[src/rtl/bin_to_bcd_seq.sv]
// Sequential binary-to-BCD converter (shift-and-add-3 / double dabble).
//
// A conversion is accepted on the edge that samples start=1 while idle or in
// the done cycle. It then runs exactly W shift steps, and done pulses for one
// cycle with bcd/ndig/ovf valid. The results hold until the next conversion
// completes or until reset.
//
// Ports:
//   clk    rising-edge clock
//   rst    synchronous active-high reset
//   start  conversion request; ignored while busy
//   bin    unsigned binary input, captured on the accepting edge
//   busy   high while shift steps are in progress
//   done   one-cycle completion pulse
//   bcd    packed BCD result, digit 0 in bits [3:0]
//   ndig   number of significant digits (1 for zero, D on overflow)
//   ovf    input exceeded 10^D-1; bcd then holds bin mod 10^D
module bin_to_bcd_seq #(
  parameter int unsigned W = 8,
  parameter int unsigned D = 3
) (
  input  logic                   clk,
  input  logic                   rst,
  input  logic                   start,
  input  logic [W-1:0]           bin,
  output logic                   busy,
  output logic                   done,
  output logic [4*D-1:0]         bcd,
  output logic [$clog2(D+1)-1:0] ndig,
  output logic                   ovf
);

  localparam int unsigned CW = $clog2(W + 1);
  localparam int unsigned NW = $clog2(D + 1);
  localparam int unsigned BW = 4 * D;

  typedef enum logic [1:0] {StIdle, StShift, StDone} state_e;

  state_e        state_q, state_d;
  logic [W-1:0]  sh_q, sh_d;
  logic [BW-1:0] acc_q, acc_d;
  logic          sticky_q, sticky_d;
  logic [CW-1:0] cnt_q, cnt_d;
  logic          busy_q, busy_d;
  logic          done_q, done_d;
  logic [BW-1:0] bcd_q, bcd_d;
  logic [NW-1:0] ndig_q, ndig_d;
  logic          ovf_q, ovf_d;

  logic [BW-1:0] adj;
  logic [BW+W:0] shifted;
  logic [BW-1:0] acc_step;
  logic [W-1:0]  sh_step;
  logic          carry_out;
  logic          last_step;
  logic [NW-1:0] ndig_calc;

  // Add 3 to every digit >= 5 so the following doubling carries in decimal.
  always_comb begin
    adj = acc_q;
    for (int i = 0; i < int'(D); i++) begin
      if (acc_q[4*i +: 4] >= 4'd5) begin
        adj[4*i +: 4] = acc_q[4*i +: 4] + 4'd3;
      end
    end
  end

  assign shifted   = {adj, sh_q, 1'b0};
  // Carry out of the top digit means the value no longer fits in D digits.
  assign carry_out = shifted[BW+W];
  assign acc_step  = shifted[BW+W-1 -: BW];
  assign sh_step   = shifted[W-1:0];
  assign last_step = (cnt_q == CW'(W - 1));

  // Significant-digit count of the final accumulator.
  always_comb begin
    ndig_calc = NW'(1);
    for (int i = 1; i < int'(D); i++) begin
      if (acc_step[4*i +: 4] != 4'd0) begin
        ndig_calc = NW'(i + 1);
      end
    end
    if (sticky_q || carry_out) begin
      ndig_calc = NW'(D);
    end
  end

  always_comb begin
    state_d  = state_q;
    sh_d     = sh_q;
    acc_d    = acc_q;
    sticky_d = sticky_q;
    cnt_d    = cnt_q;
    bcd_d    = bcd_q;
    ndig_d   = ndig_q;
    ovf_d    = ovf_q;
    unique case (state_q)
      StIdle, StDone: begin
        if (start) begin
          state_d  = StShift;
          sh_d     = bin;
          acc_d    = '0;
          sticky_d = 1'b0;
          cnt_d    = '0;
        end else begin
          state_d = StIdle;
        end
      end
      StShift: begin
        sh_d     = sh_step;
        acc_d    = acc_step;
        sticky_d = sticky_q | carry_out;
        cnt_d    = cnt_q + CW'(1);
        if (last_step) begin
          state_d = StDone;
          bcd_d   = acc_step;
          ndig_d  = ndig_calc;
          ovf_d   = sticky_q | carry_out;
        end
      end
      default: state_d = StIdle;
    endcase
    // Status flags are registered from the next state so they align with it.
    busy_d = (state_d == StShift);
    done_d = (state_d == StDone);
  end

  always_ff @(posedge clk) begin
    if (rst) begin
      state_q  <= StIdle;
      sh_q     <= '0;
      acc_q    <= '0;
      sticky_q <= 1'b0;
      cnt_q    <= '0;
      busy_q   <= 1'b0;
      done_q   <= 1'b0;
      bcd_q    <= '0;
      ndig_q   <= '0;
      ovf_q    <= 1'b0;
    end else begin
      state_q  <= state_d;
      sh_q     <= sh_d;
      acc_q    <= acc_d;
      sticky_q <= sticky_d;
      cnt_q    <= cnt_d;
      busy_q   <= busy_d;
      done_q   <= done_d;
      bcd_q    <= bcd_d;
      ndig_q   <= ndig_d;
      ovf_q    <= ovf_d;
    end
  end

  assign busy = busy_q;
  assign done = done_q;
  assign bcd  = bcd_q;
  assign ndig = ndig_q;
  assign ovf  = ovf_q;

endmodule

[config.mk]
export PLATFORM = sky130hd
export DESIGN_NAME = bin_to_bcd_seq
export DESIGN_NICKNAME = d
export VERILOG_FILES = /design/src/rtl/bin_to_bcd_seq.sv
export SDC_FILE = /design/constraint.sdc
export NUM_CORES = 1
export LEC_CHECK = 0
export ABC_CLOCK_PERIOD_IN_PS = 1800
export CAP_MARGIN = 20
export CORE_ASPECT_RATIO = 0.7
export CORE_UTILIZATION = 48
export DETAILED_ROUTE_END_ITERATION = 8
export MAX_ROUTING_LAYER = met4
export PLACE_DENSITY = 0.75
export SETUP_SLACK_MARGIN = 0.3
export SLEW_MARGIN = 20
export SYNTH_ARGS = -nofsm -noshare
export SYNTH_HDL_FRONTEND = slang
export SYNTH_SLANG_ARGS = --single-unit
export TNS_END_PERCENT = 100
[constraint.sdc]
create_clock -name clk -period 1.8 [get_ports clk]
set_clock_uncertainty 0.05 [all_clocks]
set_input_delay 0.18 -clock clk [delete_from_list [all_inputs] [get_ports clk]]
set_output_delay 0.18 -clock clk [all_outputs]
set_load 0.05 [all_outputs]
==> summary.txt, run 1 <==
Setup crit end kind: register
Dominant cell type by area after synthesis: dfxtp_1
ANT cells: 0
Io pins: 28
Half-perimeter wire length after placement: 2870 um
GRT overflow: 0
Data required, critical path: 1.95 ns
Placed Area: 0.00237 mm^2
Die ar.: 0.00425 mm^2
Via-to-Cell Ratio: 5.79
Critical path's top delay family: simple AND/OR/NAND/NOR gates
Post-synth EDFFs: 0
Drt drc: 0
CTS buffer count: 5
Worst-skew pair later-pin latency: 0.31 ns
Fraction of registers with async set/reset: 0%
Count of unique library cells instantiated by Yosys: 31
Mean Syn Cell Area: 8.41 um^2
Clk sinks: 44
Worst Hold Class: reg -> reg
Vias in the first global route: 1504
Largest net degree at the start of global routing: 45
Crit path buffers/inverters: 1
Worst VDD drop: 629 uV
Leakage: 1.08 nW
Post-route minimum period: 1.71 ns
WL final: 5260 um
Final ANT Viol Nets: 0
Placeable Area: 0.00367 mm^2
CP max stage delay: 0.40 ns
Setup_tns: 0 ns
DRT Pass-1 Iters: 4
First-pass GRT wire length: 7050 um
Die height: 54.9 um
Setup violators final: 0
Slew HR: 66.5%
Worst Path Arrival: 1.86 ns
Die W: 77.5 um
Hold Buf Count CTS: 0
Post-Syn Nets: 246
Most frequent cell after synthesis: dfxtp_1
CP Launch Type: register
WHS: 0.411 ns
Share of cells above drive strength 1: 28.6%
Peak Freq: 584 MHz
Routed wire per std cell: 16.3 um
Hold Fails Final Rpt: 0
Initial antenna violation count: 0
Final worst setup slack: 0.0869 ns
Top cells by area, synth: dfxtp_1, a21oi_1, a22oi_1, nor2_1, nand2_1
Register area share after synthesis: 46.0%
CTS tree: done
Synthesized instance count: 228
Final Cycle Share: 95.2%
Crit-path cells: inv_1, ha_4, nand2b_4, nor3b_2, a21oi_2, and3_1, a311oi_1
DR iter-0 viols: 139
Clock Root Buffer: clkbuf_8
H-tree Lvls: 2
Total of max-cap violations: 0
Final Max Slew Viols: 0
Tot GR Track Use: 23.1%
Fin area: 0.00278 mm^2
Worst-Margin Slew: 0.504 ns
Most used flip-flop cell after synthesis: dfxtp_1
Clock-pin slew of the registers on the worst-case setup and hold paths: 0.09 ns
Fill cells: 262
Maximum buffer depth of the clock tree: 2
Post-synthesis to final-layout area growth: 45.0%
Via count: 1870
Slowest cell on the critical path: dfxtp_4
Dpl cells: 301
Top post-synthesis cells by count: dfxtp_1, nor2_1, a21oi_1, nand2_1, a22oi_1
Area share of the largest cell type after synthesis: 46.0%
Critical path type: reg -> reg
Area of the mapped netlist: 0.00192 mm^2
Routability Congestion: 0.874
Flop-to-flop setup slack: 0.09 ns
Final nets: 290
Starting density of the core: 52.2%
Row Count: 18
Crit Path Max Fanout: 5
I/O Buffers: 27
Status: complete, no violations
Pre-CTS WS: 0.129 ns
Yosys warns: 0
RSZ-0062 raised after global routing: yes
FF+latch count, synth: 44
Power density cells: 689 mW/mm^2
Non-filler instance count after layout: 323
-- state kept, by name (all words and copies together), names as in the netlist --
register / count
sticky_q: 1
cnt_q: 4
done: 1
busy: 1
acc_q: 12
state_q: 2
ndig: 2
ovf: 1
sh_q: 8
bcd: 12
-- layout make-up --
cell class	count	area, um^2	area share [%]
clock buffer	6	72.6	2.61
clock inverter	2	35.0	1.26
inverter	7	36.3	1.31
multi-input combinational	162	1190	42.8
sequential	44	901	32.4
tap	50	62.6	2.25
timing repair buffer	52	483	17.4
-- power breakdown --
group	total [W]	switching, W	leakage, nW	internal [W]
Combinational	0.000159	0.0000898	0.658	0.0000694
Clock	0.000754	0.000342	0.0552	0.000412
Sequential	0.00100	0.0000144	0.362	0.000987
Total	0.00191	0.000446	1.08	0.00147
-- worst reg2reg max path, cell delays in order, from the launching register on --
cell and delay (ns):
dfxtp_4 0.40, inv_1 0.08, ha_4 0.18, nand2b_4 0.09, nor3b_2 0.22, a21oi_2 0.09
and3_1 0.20, a311oi_1 0.30
-- metal layers --
| metal | vias up | track usage, % | wire length [um] |
|---|---|---|---|
| met3 | 12 | 5.33 | 433 |
| met1 | 888 | 29.1 | 2350 |
| met2 | 85 | 36.1 | 2390 |
| li1 | 885 | - | - |
| met4 | 0 | 10.1 | 78 |
| met5 | - | - | 0 |
-- through the flow --
step | util (%) | total power [W]
floorplan | - | 0.00111
global placement | 64.6 | 0.00117
detailed placement | 64.6 | 0.00118
CTS | 69.8 | 0.00190
global route | 75.7 | 0.00199
finish | 75.7 | 0.00191
-- path summary, 6_finish.rpt --
| path | startpoint | cells after the start | to |
|---|---|---|---|
| setup / recovery | acc_q[0] | 7 | ndig[1] |
| hold / removal | sh_q[2] | 2 | sh_q[2] |
| setup reg to reg | acc_q[0] | 7 | ndig[1] |
| hold reg to reg | sh_q[2] | 2 | sh_q[2] |
-- placed cells by master (no fill, tap or decap), types with 3 or more instances in the layout --
cell	n
nor3b_1	3
mux2i_2	3
nand3_1	4
nor3_1	5
a21oi_4	3
nor2_1	29
a211oi_1	5
inv_4	4
clkdlybuf4s50_1	10
dfxtp_2	4
clkbuf_8	5
dlygate4sd2_1	17
ha_4	7
dfxtp_1	36
dfxtp_4	4
a21oi_1	25
nand2b_4	3
nand2_1	25
a22oi_1	14
buf_4	21
o21ai_0	4
-- timing repair --
action                     CTS  global route
pin swaps                    6            15
setup endpoints to repair   34            25
buffers inserted             6             7
gates cloned                 0             1
resized for setup           35            30
-- kinds of logic (layout without fill, tap and decap cells) --
family / count (synthesis) / in the layout / share of synthesized area, %
AND/OR/NAND/NOR: 84 / 84 / 20.6
adder cells (fa/ha/maj): 7 / 7 / 4.57
AO/OA/AOI/OAI: 64 / 64 / 21.0
flip-flops: 44 / 44 / 46.0
XOR/XNOR: 3 / 3 / 1.37
multiplexers: 4 / 4 / 2.09
buffers and inverters: 22 / 67 / 4.50
No activity file was read; power rests on OpenSTA's default activity.
==> run 2: changes to the inputs <==
--- a/config.mk
+++ b/config.mk
@@ -5,7 +5,6 @@
 export SDC_FILE = /design/constraint.sdc
 export NUM_CORES = 1
 export LEC_CHECK = 0
-export ABC_CLOCK_PERIOD_IN_PS = 1800
 export CAP_MARGIN = 20
 export CORE_ASPECT_RATIO = 0.7
 export CORE_UTILIZATION = 48
==> results of run 2 <==
No change in the layout: final DEF, timing and power equal those of run 1.
